### config.mk
export PLATFORM = sky130hd
export DESIGN_NAME = game_flow_ctrl
export DESIGN_NICKNAME = d
export VERILOG_FILES = /design/src/rtl/game_flow_ctrl.sv
export SDC_FILE = /design/constraint.sdc
export NUM_CORES = 1
export LEC_CHECK = 0
export ABC_AREA = 1
export CORE_MARGIN = 2
export CORE_UTILIZATION = 50
export CTS_CLUSTER_SIZE = 8
export DETAILED_ROUTE_END_ITERATION = 8
export PLACE_DENSITY = 0.73
export SETUP_SLACK_MARGIN = 0.1
export SYNTH_ARGS = -nofsm -noshare
export SYNTH_HDL_FRONTEND = slang
export SYNTH_SLANG_ARGS = --single-unit
### constraint.sdc
create_clock -name clk -period 5.48 [get_ports clk]
set_clock_uncertainty 0.2 [all_clocks]
set_input_delay 1.096 -clock clk [delete_from_list [all_inputs] [get_ports clk]]
set_output_delay 1.096 -clock clk [all_outputs]
set_load 0.01 [all_outputs]
### src/rtl/game_flow_ctrl.sv
// Game-level sequencer: TITLE -> PLAY -> BOSS -> WIN/OVER, with HP/score/cooldown tracking.
// Optional pause support is enabled by defining GAME_PAUSE_EN.
module game_flow_ctrl #(
    parameter int unsigned HP_INIT      = 5,
    parameter int unsigned BOSS_HP_INIT = 20,
    parameter int unsigned BOSS_SCORE   = 10,
    parameter int unsigned HIT_COOLDOWN = 60,
    parameter int unsigned END_HOLD     = 120
) (
    input  logic       clk,
    input  logic       rst,
    input  logic       vsync,
    input  logic       enter,
    input  logic       player_hit,
    input  logic       enemy_kill,
    input  logic       boss_hit,
    output logic       play_en,
    output logic       end_en,
    output logic       boss_en,
    output logic       win,
    output logic       obj_rst,
    output logic       invuln,
    output logic [4:0] my_hp,
    output logic [4:0] boss_hp,
    output logic [9:0] score
);

    localparam int unsigned HP_W    = 5;
    localparam int unsigned SCORE_W = 10;
    localparam int unsigned CD_W    = $clog2(HIT_COOLDOWN + 1);
    localparam int unsigned HOLD_W  = $clog2(END_HOLD + 1);

    typedef enum logic [2:0] {
        TITLE = 3'd0,
        PLAY  = 3'd1,
        BOSS  = 3'd2,
        WIN   = 3'd3,
        OVER  = 3'd4
`ifdef GAME_PAUSE_EN
        ,
        PAUSE = 3'd5
`endif
    } state_t;

    state_t              state, state_n;
    logic                prev_vsync, prev_enter;
    logic [CD_W-1:0]     cooldown, cd_n;
    logic [HOLD_W-1:0]   hold_cnt, hold_n;
    logic [HP_W-1:0]     my_hp_n, boss_hp_n;
    logic [SCORE_W-1:0]  score_n;
    logic                play_en_n, end_en_n, boss_en_n, win_n, obj_rst_n, invuln_n;
    logic                run;
    logic                frame_tick, enter_rise;
`ifdef GAME_PAUSE_EN
    state_t              ret_state, ret_n;
`endif

    assign frame_tick = prev_vsync & ~vsync;
    assign enter_rise = enter & ~prev_enter;

    // State, counters and registered outputs
    always_ff @(posedge clk or negedge rst) begin
        if (!rst) begin
            state      <= TITLE;
            prev_vsync <= 1'b1;
            prev_enter <= 1'b0;
            cooldown   <= '0;
            hold_cnt   <= '0;
            my_hp      <= '0;
            boss_hp    <= '0;
            score      <= '0;
            play_en    <= 1'b0;
            end_en     <= 1'b0;
            boss_en    <= 1'b0;
            win        <= 1'b0;
            obj_rst    <= 1'b0;
            invuln     <= 1'b0;
`ifdef GAME_PAUSE_EN
            ret_state  <= TITLE;
`endif
        end else begin
            state      <= state_n;
            prev_vsync <= vsync;
            prev_enter <= enter;
            cooldown   <= cd_n;
            hold_cnt   <= hold_n;
            my_hp      <= my_hp_n;
            boss_hp    <= boss_hp_n;
            score      <= score_n;
            play_en    <= play_en_n;
            end_en     <= end_en_n;
            boss_en    <= boss_en_n;
            win        <= win_n;
            obj_rst    <= obj_rst_n;
            invuln     <= invuln_n;
`ifdef GAME_PAUSE_EN
            ret_state  <= ret_n;
`endif
        end
    end

    // Next-state and next-output logic
    always_comb begin
        state_n   = state;
        cd_n      = cooldown;
        hold_n    = hold_cnt;
        my_hp_n   = my_hp;
        boss_hp_n = boss_hp;
        score_n   = score;
        obj_rst_n = 1'b0;
        run       = 1'b0;
`ifdef GAME_PAUSE_EN
        ret_n     = ret_state;
`endif

        case (state)
            TITLE: begin
                if (enter_rise) begin
                    state_n   = PLAY;
                    my_hp_n   = HP_W'(HP_INIT);
                    boss_hp_n = '0;
                    score_n   = '0;
                    cd_n      = '0;
                    obj_rst_n = 1'b1;
                end
            end
            PLAY, BOSS: begin
                run = 1'b1;
`ifdef GAME_PAUSE_EN
                if (enter_rise) begin
                    state_n = PAUSE;
                    ret_n   = state;
                    run     = 1'b0;
                end
`endif
            end
            WIN, OVER: begin
                if (frame_tick && hold_cnt != HOLD_W'(END_HOLD))
                    hold_n = hold_cnt + 1'b1;
                if (enter_rise && hold_cnt == HOLD_W'(END_HOLD))
                    state_n = TITLE;
            end
`ifdef GAME_PAUSE_EN
            PAUSE: begin
                if (enter_rise)
                    state_n = ret_state;
            end
`endif
            default: state_n = TITLE;
        endcase

        // All gameplay counters update in parallel; OVER overrides WIN/BOSS
        if (run) begin
            if (player_hit && cooldown == '0) begin
                if (my_hp != '0)
                    my_hp_n = my_hp - 1'b1;
                cd_n = CD_W'(HIT_COOLDOWN);
            end else if (frame_tick && cooldown != '0) begin
                cd_n = cooldown - 1'b1;
            end
            if (enemy_kill && score != '1)
                score_n = score + 1'b1;
            if (state == PLAY && score_n >= SCORE_W'(BOSS_SCORE)) begin
                state_n   = BOSS;
                boss_hp_n = HP_W'(BOSS_HP_INIT);
            end
            if (state == BOSS) begin
                if (boss_hit && boss_hp != '0)
                    boss_hp_n = boss_hp - 1'b1;
                if (boss_hp_n == '0)
                    state_n = WIN;
            end
            if (my_hp_n == '0)
                state_n = OVER;
            if (state_n == WIN || state_n == OVER)
                hold_n = '0;
        end

        play_en_n = (state_n == PLAY) || (state_n == BOSS);
        end_en_n  = (state_n == WIN) || (state_n == OVER);
        win_n     = (state_n == WIN);
        boss_en_n = (state_n == BOSS);
`ifdef GAME_PAUSE_EN
        if (state_n == PAUSE)
            boss_en_n = boss_en;
`endif
        invuln_n  = (cd_n != '0);
    end

endmodule

# Word level (Yosys, flattened, before mapping)

Index checks and enable logic that the tools add are counted.

Reduce and logical (&&, ||, !) cells: 20
Bitwise gates (word level): 4
Muxes and demuxes: 40
Magnitude comparators: 1
Equal/unequal tests: 13
$add $sub $neg: 5

Operator list:

| operator                                             | number |
|---|---|
| 2-to-1 mux 5 bit                                     | 14 |
| 2-to-1 mux 10 bit                                    | 5 |
| 2-to-1 mux 6 bit                                     | 5 |
| 2-to-1 mux 7 bit                                     | 4 |
| 2-to-1 mux 3 bit                                     | 8 |
| == test 3 x 2 -> 1 bit, second input constant        | 5 |
| nonzero test 6 bit                                   | 2 |
| adder 10 x 1 -> 10 bit, second input constant        | 1 |
| >= comparator 10 x 4 -> 1 bit, second input constant | 1 |
| zero test 5 bit                                      | 2 |
| != test 10 bit, second input constant                | 1 |
| nonzero test 5 bit                                   | 2 |
| subtractor 5 x 1 -> 5 bit, second input constant     | 2 |
| == test 3 bit, second input constant                 | 3 |
| case mux 3 bit (3 select lines)                      | 1 |
| adder 7 x 1 -> 7 bit, second input constant          | 1 |
| == test 7 bit, second input constant                 | 1 |
| logical AND 1 bit                                    | 7 |
| != test 7 bit, second input constant                 | 1 |
| == test 3 x 1 -> 1 bit, second input constant        | 2 |
| zero test 6 bit                                      | 1 |
| subtractor 6 x 1 -> 6 bit, second input constant     | 1 |
| OR reduction 2 bit                                   | 2 |
| zero test 3 bit                                      | 1 |
| other kinds (4)                                      | 10 |

Register bits: 44
Word-level logic and storage cells: 97
Bits of input ports: 7
Output and inout bits: 26

# Logic depth before layout (Yosys ltp)

Gate-level depths: netlist of the first run.

Depth after elaboration: 21
Gate-level depth with buffers: 23
Mapped depth without buffers: 23

# Worst setup path before layout of the first run

OpenSTA, ideal clock, no wires.

Path kind: input -> register
Start point: in enter
End point: reg hold_cnt[0]
Data required time: 5.148 ns
Buffers on the path: 0
Setup time: 0.132 ns
Arrival: 2.518 ns
Slack: 2.629 ns
Cell stages on the path: 17
Cells stage by stage: nand2_1 -> nor2_4 -> nor2_1 -> nand2_1 -> nand2_1 -> nor2_1 -> nor2_1 -> nor2_1 -> nand2_2 -> nand2_4 -> o21ai_2 -> a21oi_1 -> nand3_1 -> nand2_1 -> nand2_1 -> nand2_2 -> a21oi_1

Cells in the longest elaborated chain, start to end: 20
Elaborated cells between the ends (all ways): 34
Classes of those cells: 1 x order compare; 2 x eq/ne; 25 x mux; 1 x bitwise; 5 x reduce/logical

Ends and longest elaborated chain:

| item                                                    | RTL line | RTL |
|---|---|---|
| from (decl)                                             | 13       | `input logic enter,` |
| bitwise AND 1 bit *                                     | 59       | `assign enter_rise = enter & ~prev_enter;` |
| 2-to-1 mux 10 bit                                       | 118      | `if (enter_rise) begin` |
| 2-to-1 mux 10 bit                                       | 116      | `case (state)` |
| 2-to-1 mux 10 bit                                       | 161      | `if (enemy_kill && score != '1)` |
| 2-to-1 mux 10 bit                                       | 153      | `if (run) begin` |
| >= comparator 10 x 4 -> 1 bit                           | 163      | `if (state == PLAY && score_n >= SCORE_W'(BOSS_SCORE)) begin` |
| logical AND 1 bit                                       | 163      |  |
| 2-to-1 mux 5 bit                                        | 163      |  |
| [5 not listed]                                          | n/a      |  |
| 2-to-1 mux 3 bit                                        | 167      | `if (state == BOSS) begin` |
| 2-to-1 mux 3 bit *                                      | 173      | `if (my_hp_n == '0)` |
| 2-to-1 mux 3 bit *                                      | 153      |  |
| == test 3 x 2 -> 1 bit or == test 3 bit (tied branches) | 175      | `if (state_n == WIN \|\| state_n == OVER)` |
| logical OR 1 bit *                                      | 175      |  |
| 2-to-1 mux 7 bit *                                      | 175      |  |
| 2-to-1 mux 7 bit *                                      | 153      |  |
| via hold_n[0]                                           | 48       | `logic [HOLD_W-1:0] hold_cnt, hold_n;` |
| to (signal assigned)                                    | 86       | `hold_cnt <= hold_n;` |
| to (decl)                                               | 48       |  |

Mark *: on every way through the listed nets, which the timed path passes. The rest lies on a longest branch. The select of a mux whose other input is x is not followed.

# Final worst setup path of the first run

Start point: in enter
End point: reg hold_cnt[1]

Same word-level chain as after synthesis.

==> results of run 1 <==
## placed cells by master, fill, tap and decap left out, types with 2 or more instances in the layout
cell type	count
nor2_4	3
nor3_1	6
clkdlybuf4s50_1	31
or2_2	3
o211ai_1	3
nand3_1	34
bufinv_16	2
nand2_2	6
nand4_1	4
dfrtp_1	43
nor4_1	2
a31oi_1	5
o21ai_0	19
nand2_4	2
nand2_1	81
o21ai_1	4
clkbuf_8	5
a21oi_1	15
ha_1	6
xor2_1	12
o21ai_2	2
inv_1	56
xnor2_1	2
nor2_1	43
## routing by layer
layer,GRT usage (%),vias up,part of all wire [%],routed length [um]
met2,35.69,60,49,2912
met4,6.667,0,1.2,70
met5,0,-,0,0
met1,25.83,1150,45,2637
met3,4.651,7,4.6,270
li1,-,1266,-,-
## path summary, 6_finish.rpt
kind / cells after the start / end
worst max register to register: 10 / invuln$_DFF_PN0_
worst max-delay path: 18 / hold_cnt[1]$_DFF_PN0_
worst min-delay path: 1 / score[0]$_DFF_PN0_
worst min register to register: 1 / score[0]$_DFF_PN0_
max in group asynchronous: 1 / score[5]$_DFF_PN0_
min in group asynchronous: 1 / cooldown[3]$_DFF_PN0_
## state kept, by name (all words and copies together) (netlist names), 3 cells and up
register  count
hold_cnt      7
score        10
cooldown      6
boss_hp       5
my_hp         5
state         3
## per-stage QoR
stage                     utilization [%]  worst slack, ps
final                               62.31             1707
after global routing                62.31             1478
after CTS                           62.31             1755
after detailed placement            59.76             1456
after global placement              59.76             1609
after floorplan                         -             2629
## kinds of logic after synthesis
group	after synthesis	share of synthesized area [%]
AND/OR/NAND/NOR	191	32.23
multiplexers	1	0.3663
XOR/XNOR	14	4.487
adder cells (fa/ha/maj)	6	2.747
AO/OA/AOI/OAI	53	10.99
buffers and inverters	63	8.837
flip-flops	44	40.34
## cell type report
| class | instances | area share, % |
|---|---|---|
| multi-input cells | 265 | 42.82 |
| repair buffers | 32 | 9.722 |
| clock buffers | 6 | 2.238 |
| well taps | 70 | 2.701 |
| clock inverters | 2 | 1.852 |
| inverters | 57 | 6.674 |
| flip-flops and latches | 44 | 33.99 |
## power by group through the flow
| stage | Combinational (mW) | Sequential (mW) | Clock, mW |
|---|---|---|---|
| finish | 0.893 | 0.512 | 0.294 |
| global route | 1.00 | 0.530 | 0.319 |
| CTS | 0.890 | 0.512 | 0.301 |
| detailed placement | 0.885 | 0.518 | 0 |
| global placement | 0.868 | 0.514 | 0 |
| floorplan | 0.605 | 0.528 | 0 |
## worst max-delay path, stage by stage
cell             delay (ps)
clkdlybuf4s50_1         500
inv_1                    50
nor2_1                   80
nand3_1                 420
nand2_1                 190
a21oi_1                  50
nor2_1                  140
nand3_1                 100
nor2_2                  100
nand2_2                  70
nand2_4                 120
o21ai_2                  90
a21oi_1                 200
nand3_1                 100
nand2_1                 100
nand2_1                  80
nand2_2                 130
a21oi_1                 100
==> results_dict.tcl, run 1 <==
set metrics [dict create \
    portBuffers 32 \
    die_y_um 77.93 \
    vdd_drop_max_mv 0.2842 \
    antenna_found_initial 0 \
    hold_slack_ps 363.0 \
    coreArea_sq_um 5205 \
    max_slew_margin_pct 34.46 \
    worst_setup_path_start_kind "input pin" \
    tightest_slew_ps 983.0 \
    outcome "complete, no violations" \
    cts.clk_slew.worst_paths_ps 80 \
    dieArea_sq_um 6072 \
    totalPowerFinal_mw 1.699 \
    cts_hold_buffers 0 \
    dp_cells 468 \
    ys_seq_area_share_pct 40.34 \
    power_leakage_nw 1.583 \
    vias 2483 \
    crit_required_ps 5420 \
    ios 33 \
    cts_sinks 44 \
    reg2reg_slack_ps 1980 \
    swShare_pct 44.18 \
    grt_pass1_vias 2275 \
    hold_viol 0 \
    worstSetupPathType "input pin to flop" \
    syn_area_sq_um 2733 \
    layoutNonFillerInstCount 476 \
    drv_slew 0 \
    synth_nets 385 \
    max-cap-violations 0 \
    p_switching_mw 0.7505 \
    hold_start "score[0]$_DFF_PN0_" \
    fill_cells 480 \
    antenna_cells 0 \
    final_area_sq_um 3243 \
    placed_cell_area_sq_um 3110 \
    synthCells 372 \
    area.growth.synth_to_final_pct 18.68 \
    ys_seq_elements 44 \
    clkPwrFrac_pct 17.3 \
    synth_top_area_share_pct 39.38 \
    finalSetupViolations 0 \
    ys_top_cells_by_area "dfrtp_1 39%, nand2_1 11%, inv_1 7.7%, nand3_1 6.2%, nor2_1 5.9%" \
    synth_cell_types 39 \
    layout-drive-gt1-share_pct 7.389 \
    seqPwrFrac_pct 30.1 \
    grt_usage_pct 20.73 \
    grt_overflow 0 \
    internal-power_mw 0.9484 \
    yosys_warnings 0 \
    syn_area_per_cell_sq_um 7.346 \
    postCtsSetupBuffers 0 \
    avgViaCountPerCell 5.216 \
    synth-edff-count 0 \
    rsz0062_at_grt "false" \
    multi_input_area_sq_um 1389 \
    drt_iter0_markers 227 \
    clockBufferDepth 2 \
    p_per_area_nw_per_um2 523.8 \
    synth_most_common_cell "nand2_1" \
    r2r-start "state[2]$_DFF_PN0_" \
    ant_nets 0 \
    worst_setup_path_end_kind "flop" \
    period_share_pct 68.85 \
    place.gp.congestion 0.8177 \
    std_cell_rows 26 \
    start_util_pct 52.50 \
    final.setup.tns_ps 0 \
    synth_top_area_cell "dfrtp_1" \
    cts-buffers-inserted 5 \
    crit_path_start "enter" \
    synth.top_cells.by_count "81 x nand2_1, 56 x inv_1, 43 x dfrtp_1, 43 x nor2_1, 34 x nand3_1" \
    clk_latency_ps 300 \
    cts_resized 0 \
    nets 418 \
    grt_pass1_wl_um 10070 \
    async_reset_ff_share_pct 100.0 \
    fmaxAchievable_mhz 265.0 \
    finalWirelength_um 5890 \
    drtPass1Iterations 4 \
    dominantRegCellSynth "dfrtp_1" \
    grt_max_degree 45 \
    cts_tree "built" \
    hp-class "flop to flop" \
    comb_power_share_pct 52.6 \
    routedWlPerCell_um 12.37 \
    crit_path_max_fanout 15 \
    drcViolationCount 0 \
    cts-root-buf "clkbuf_8" \
    seq_area_sq_um 1102 \
    die_w_um 77.93 \
    min_period_ps 3773 \
    htreeDepth 2 \
    arrival_ps 3720 \
    dpl.hpwl_um 4258 \
]
(Power assumes the default switching activity.)
==> run 2, diff against run 1 <==
--- a/config.mk
+++ b/config.mk
@@ -10,7 +10,7 @@
 export CORE_UTILIZATION = 50
 export CTS_CLUSTER_SIZE = 8
 export DETAILED_ROUTE_END_ITERATION = 8
-export PLACE_DENSITY = 0.73
+export PLACE_DENSITY = 0.76
 export SETUP_SLACK_MARGIN = 0.1
 export SYNTH_ARGS = -nofsm -noshare
 export SYNTH_HDL_FRONTEND = slang
==> constraint.sdc (replaced) <==
create_clock -name clk -period 3.3 [get_ports clk]
set_clock_uncertainty 0.2 [all_clocks]
set_input_delay 0.66 -clock clk [delete_from_list [all_inputs] [get_ports clk]]
set_output_delay 0.66 -clock clk [all_outputs]
set_load 0.01 [all_outputs]
==> run 2 against run 1 <==
Against the previous run:
- final cell count rose by 1.5%
- clock-buffer cell count fell by 1
- sequential cell count did not move
- non-clock buffer count rose by 7
- die area did not move
- setup slack got worse by 1400 ps
- final area rose by 1.3%
- first-iteration DRC count fell by 49%
- critical endpoint is now hold_cnt[0]$_DFF_PN0_
==> results_dict.tcl, run 2 (synthesis gave the netlist of run 1 again) <==
set metrics [dict create \
    rsz0062_at_grt "false" \
    cts_tree "built" \
    hold_viol 0 \
    worst_path_most_repeated_cell "nand2_1" \
    htreeDepth 2 \
    layout_commonest_cell "nand2_1" \
    cp_cell_sequence "clkdlybuf4s50_1 -> inv_1 -> nor2_1 -> nand3_2 -> nand2_1 -> a21oi_1 -> nor2_1 -> nand3_1 -> nor2_2 -> nand2_2 -> nand2_4 -> nand2_2 -> nand2_1 -> nand2_1 -> nor2_1 -> nand3_1 -> nand2_1 -> nand2_1 -> nand2_2 -> a21oi_1" \
    worst_setup_path_end_kind "flop" \
    final.setup.tns_ps 0 \
    hp-class "input pin to async pin" \
    ant_nets 0 \
    grt_max_degree 45 \
    cts-root-buf "clkbuf_8" \
    pre_cts_slack_ps -2.661 \
    place.gp.congestion 0.8891 \
    grt_pass1_wl_um 10080 \
    arrival_ps 2930 \
    die_y_um 77.93 \
    layout-drive-gt1-share_pct 9.685 \
    crit_path_top_delay_cell "clkdlybuf4s50_1" \
    worstSetupPathType "input pin to flop" \
    antenna_cells 0 \
    p_per_area_nw_per_um2 851.6 \
    r2r-start "cooldown[0]$_DFF_PN0_" \
    crit_path_start "enter" \
    routedWlPerCell_um 12.23 \
    most-common-layout-cells "81 x nand2_1, 56 x inv_1, 43 x nor2_1, 43 x dfrtp_1, 32 x nand3_1" \
    dpl.hpwl_um 4376 \
    grt_overflow 0 \
    worst_slack_ps 343.4 \
    avgViaCountPerCell 5.188 \
    drtPass1Iterations 4 \
    tightest_slew_ps 951.6 \
    drv_slew 0 \
    vias 2506 \
    drcViolationCount 0 \
    crit_path_end "hold_cnt[0]$_DFF_PN0_" \
    dp_cells 475 \
    finalWirelength_um 5909 \
    critPathBufInv 2 \
    max_slew_margin_pct 36.56 \
    period_share_pct 89.59 \
    portBuffers 32 \
    clk_latency_ps 310 \
    r2r-end "hold_cnt[0]$_DFF_PN0_" \
    std_cell_rows 26 \
    worst_setup_path_start_kind "input pin" \
    slowest_delay_ps 500 \
    dieArea_sq_um 6072 \
    start_util_pct 52.50 \
    min_period_ps 2957 \
    max-cap-violations 0 \
    ios 33 \
    fmaxAchievable_mhz 338.2 \
    reg2reg_slack_ps 370 \
    finalSetupViolations 0 \
    largest-register "score" \
    crit_required_ps 3280 \
    postCtsSetupBuffers 0 \
    reg_top3 "score: 10 flops, hold_cnt: 7 flops, cooldown: 6 flops" \
    cts-buffers-inserted 5 \
    cts.clk_slew.worst_paths_ps 90 \
    vdd_drop_max_mv 0.4771 \
    nets 425 \
    outcome "complete, no violations" \
    power_leakage_nw 1.609 \
    path_delay_family "simple AND/OR/NAND/NOR gates" \
    crit_path_max_fanout 10 \
    grt_pass1_vias 2243 \
    area.growth.synth_to_final_pct 20.19 \
    layoutNonFillerInstCount 483 \
    antenna_found_initial 0 \
    cts_hold_buffers 0 \
    grt_usage_pct 20.50 \
    coreArea_sq_um 5205 \
    clockBufferDepth 2 \
    die_w_um 77.93 \
    crit_cells 20 \
    largest_reg_flops 10 \
    drt_iter0_markers 116 \
    cts_sinks 44 \
    worst_r2r_path_depth 14 \
]
[run 2: power by group]
group | total (mW) | leakage [nW] | internal, mW | switching, mW
combinational | 1.53 | 0.982 | 0.612 | 0.923
sequential | 0.843 | 0.572 | 0.704 | 0.139
clock | 0.419 | 0.0541 | 0.224 | 0.195
total | 2.80 | 1.61 | 1.54 | 1.26
[run 2: repair_timing]
item / 4_1_cts / 5_1_grt
gates resized for setup: 0 / 2
endpoints found under the hold margin: 0 / 0
endpoints found under the setup margin: 0 / 10
[run 2: how the worst min path moves through the flow]
stage / start / to / slack, ps
floorplan: rst / boss_en$_DFF_PN0_ / 160
global placement: score[0]$_DFF_PN0_ / score[0]$_DFF_PN0_ / 330
detailed placement: cooldown[5]$_DFF_PN0_ / cooldown[5]$_DFF_PN0_ / 340
CTS: rst / hold_cnt[6]$_DFF_PN0_ / 340
global route: rst / score[9]$_DFF_PN0_ / 390
finish: rst / boss_en$_DFF_PN0_ / 300
[run 2: per-stage QoR]
| stage | power [mW] | utilization [%] | hold WS [ps] | instance area, sq um |
|---|---|---|---|---|
| after CTS | 2.807 | 62.91 | 339.6 | 3274 |
| after detailed placement | 2.383 | 60.77 | 339.0 | 3163 |
| after floorplan | 1.883 | - | 164.4 | 2733 |
| final | 2.797 | 63.10 | 302.4 | 3284 |
| after global routing | 3.047 | 63.10 | 385.1 | 3284 |
| after global placement | 2.345 | 60.77 | 334.9 | 3163 |
[run 2: worst register-to-register path: stages, from the launching register on]
cell	delay [ps]
dfrtp_1	380
inv_1	120
ha_1	220
nand2_1	70
nor2_1	190
nand3_2	150
inv_1	110
o21ai_1	150
o21ai_0	110
o21ai_0	150
nor4_1	330
nand2_1	200
and2_1	190
nand2_2	130
a21oi_1	90
[run 2: area by class of cell]
class | count | area (sq um)
clock inverters | 3 | 42.54
clock buffers | 5 | 68.82
well taps | 70 | 87.58
flip-flops and latches | 44 | 1102
multi-input cells | 265 | 1399
repair buffers | 39 | 367.9
inverters | 57 | 216.5
fillers | 483 | 1921
[run 2: layer usage]
layer | share of wire, % | wire length (um) | GRT usage (%)
met5 | 0 | 0 | 0
met4 | 1.4 | 82 | 5.614
met3 | 5.1 | 303 | 3.605
met2 | 47 | 2775 | 34.14
met1 | 46 | 2747 | 27.59
==> patch: new RTL, config.mk and constraints of run 2 <==
Register the inputs `vsync`, `enter`, `player_hit`, `enemy_kill` and `boss_hit` before use, cleared by the reset. The logic sees them one clock later.
--- a/src/rtl/game_flow_ctrl.sv
+++ b/src/rtl/game_flow_ctrl.sv
@@ -42,6 +42,28 @@
 `endif
     } state_t;
 
+    logic vsync_q;
+    logic enter_q;
+    logic player_hit_q;
+    logic enemy_kill_q;
+    logic boss_hit_q;
+
+    always_ff @(posedge clk or negedge rst) begin
+        if (!rst) begin
+            vsync_q      <= '0;
+            enter_q      <= '0;
+            player_hit_q <= '0;
+            enemy_kill_q <= '0;
+            boss_hit_q   <= '0;
+        end else begin
+            vsync_q      <= vsync;
+            enter_q      <= enter;
+            player_hit_q <= player_hit;
+            enemy_kill_q <= enemy_kill;
+            boss_hit_q   <= boss_hit;
+        end
+    end
+
     state_t              state, state_n;
     logic                prev_vsync, prev_enter;
     logic [CD_W-1:0]     cooldown, cd_n;
@@ -55,8 +77,8 @@
     state_t              ret_state, ret_n;
 `endif
 
-    assign frame_tick = prev_vsync & ~vsync;
-    assign enter_rise = enter & ~prev_enter;
+    assign frame_tick = prev_vsync & ~vsync_q;
+    assign enter_rise = enter_q & ~prev_enter;
 
     // State, counters and registered outputs
     always_ff @(posedge clk or negedge rst) begin
@@ -80,8 +102,8 @@
 `endif
         end else begin
             state      <= state_n;
-            prev_vsync <= vsync;
-            prev_enter <= enter;
+            prev_vsync <= vsync_q;
+            prev_enter <= enter_q;
             cooldown   <= cd_n;
             hold_cnt   <= hold_n;
             my_hp      <= my_hp_n;
@@ -151,21 +173,21 @@
 
         // All gameplay counters update in parallel; OVER overrides WIN/BOSS
         if (run) begin
-            if (player_hit && cooldown == '0) begin
+            if (player_hit_q && cooldown == '0) begin
                 if (my_hp != '0)
                     my_hp_n = my_hp - 1'b1;
                 cd_n = CD_W'(HIT_COOLDOWN);
             end else if (frame_tick && cooldown != '0) begin
                 cd_n = cooldown - 1'b1;
             end
-            if (enemy_kill && score != '1)
+            if (enemy_kill_q && score != '1)
                 score_n = score + 1'b1;
             if (state == PLAY && score_n >= SCORE_W'(BOSS_SCORE)) begin
                 state_n   = BOSS;
                 boss_hp_n = HP_W'(BOSS_HP_INIT);
             end
             if (state == BOSS) begin
-                if (boss_hit && boss_hp != '0)
+                if (boss_hit_q && boss_hp != '0)
                     boss_hp_n = boss_hp - 1'b1;
                 if (boss_hp_n == '0)
                     state_n = WIN;
Check against the original RTL: not equivalent (a bounded check fails within 4 cycles, from zero or initial values and one cycle with rst low).
==> patch against run 2 <==
  * Final area rose by 4.0%
  * Critical endpoint unchanged
  * Via count grew 2.2%
  * Worst setup slack better by 30 ps
  * Power grew 11%
  * Wire length rose by 5.7%
  * Sequential cell count is 5 higher
  * Synthesized area is 4.6% higher
==> patch: results (changes against run 2) <==
Final nets 428 (+0.71%); leading registers by flop count score (10), hold_cnt (7), cooldown (6); global-route wire length before repair 10400 µm (+3.2%); slowest cell on the critical path dfrtp_1; reg2reg end hold_cnt[0]; area post-placement 0.00326 mm² (+3.0%); Rel. slew slack 60.3% (+24 points); routed len/inst 12.8 µm (+4.6%); library cells used by synthesis 39 (unchanged); Critical path origin score[1]; sequential share of the synthesized area 42.9% (+2.6 points); outcome completed; delay of the slowest critical-path stage 400 ps (-100 ps); Post-Syn Area per Cell 7.69 µm² (+4.6%); max reg flops 10 (unchanged); total number of vias 2561 (+2.2%); final std cells w/o fill 488 (+1.0%); Final ANT Viol Nets 0 (unchanged); R2R setup slack 370 ps; VDD IR-drop max 382 µV (-20%); Iteration-0 DRC Markers 99 (-15%); Antenna diodes 0 (unchanged); reg2reg path depth 20 (+6); Yosys warning count 0 (unchanged); gpl congestion 0.825 (-7.2%); top post-synthesis cells by area dfrtp_1 (42%), nand2_1 (12%), inv_1 (6.6%); critical path arrival 2910 ps (-20 ps); post-DP HPWL 4390 µm (+0.25%); Crit Path Max Fanout 12 (+2); Leak 0.00170 µW (+5.5%); total track usage 20.8% (+0.27 points); vias in the first global route 2385 (+6.3%); largest net degree at the start of global routing 29 (-36%); # placed instances 474 (-0.21%); layout cells sized above 1 11.3% (+1.6 points); most frequent cells after synthesis nand2_1 (91), inv_1 (50), dfrtp_1 (48)
-- patch: layer usage --
layer	track usage [%]	wire, µm	part of all wire (%)	up-vias
met2	36.0	3120	50	51
met1	26.1	2860	46	1214
li1	-	-	-	1291
met5	0	0	0	-
met4	7.41	61	0.98	0
met3	3.51	202	3.2	5
-- patch: kinds of logic (layout without fill, tap and decap cells) --
group                      Yosys count  in the layout  share of synthesized area (%)
and+or+nand+nor                    193            193                           31.4
buffers and inverters               59            102                           8.27
AOI/OAI and AO/OA                   52             53                           10.8
DFF                                 49             49                           42.9
xor gates and xnor gates            13             13                           3.98
adders and majority gates            6              6                           2.63
-- patch: worst min path at each step --
stage          startpoint           to  slack, ps  cells past startpoint
2_1_floorplan     enter_q   prev_enter        150                      0
3_3_place_gp      enter_q   prev_enter        160                      0
3_5_place_dp      enter_q   prev_enter        160                      0
4_1_cts               rst  cooldown[0]        120                      1
5_1_grt               rst  cooldown[0]        130                      1
6_report              rst  cooldown[0]        110                      1
-- patch: what timing repair did --
action	CTS	global route
buffers inserted	0	5
setup endpoints to repair	0	11
resized for setup	0	3
-- patch: final cells by class --
cell class,count,area [µm²]
Sequential cell,49,1230
Tap cell,72,90.1
Clock inverter,1,5.00
Fill cell,515,2090
Timing Repair Buffer,41,383
Multi-Input combinational cell,265,1420
Inverter,53,199
Clock buffer,7,96.3
-- patch: power breakdown --
group,switching [µW],total (µW),internal (µW)
Sequential,169,955,787
Clock,193,382,190
Combinational,1030,1760,733
Total,1390,3100,1710
-- patch: stage by stage --
stage / util [%] / worst slack (ps) / total power (µW)
2_1_floorplan: - / 668 / 2090
3_3_place_gp: 59.1 / 364 / 2600
3_5_place_dp: 59.1 / 315 / 2630
4_1_cts: 61.0 / 285 / 3030
5_1_grt: 62.1 / 79.5 / 3390
6_report: 62.1 / 374 / 3100
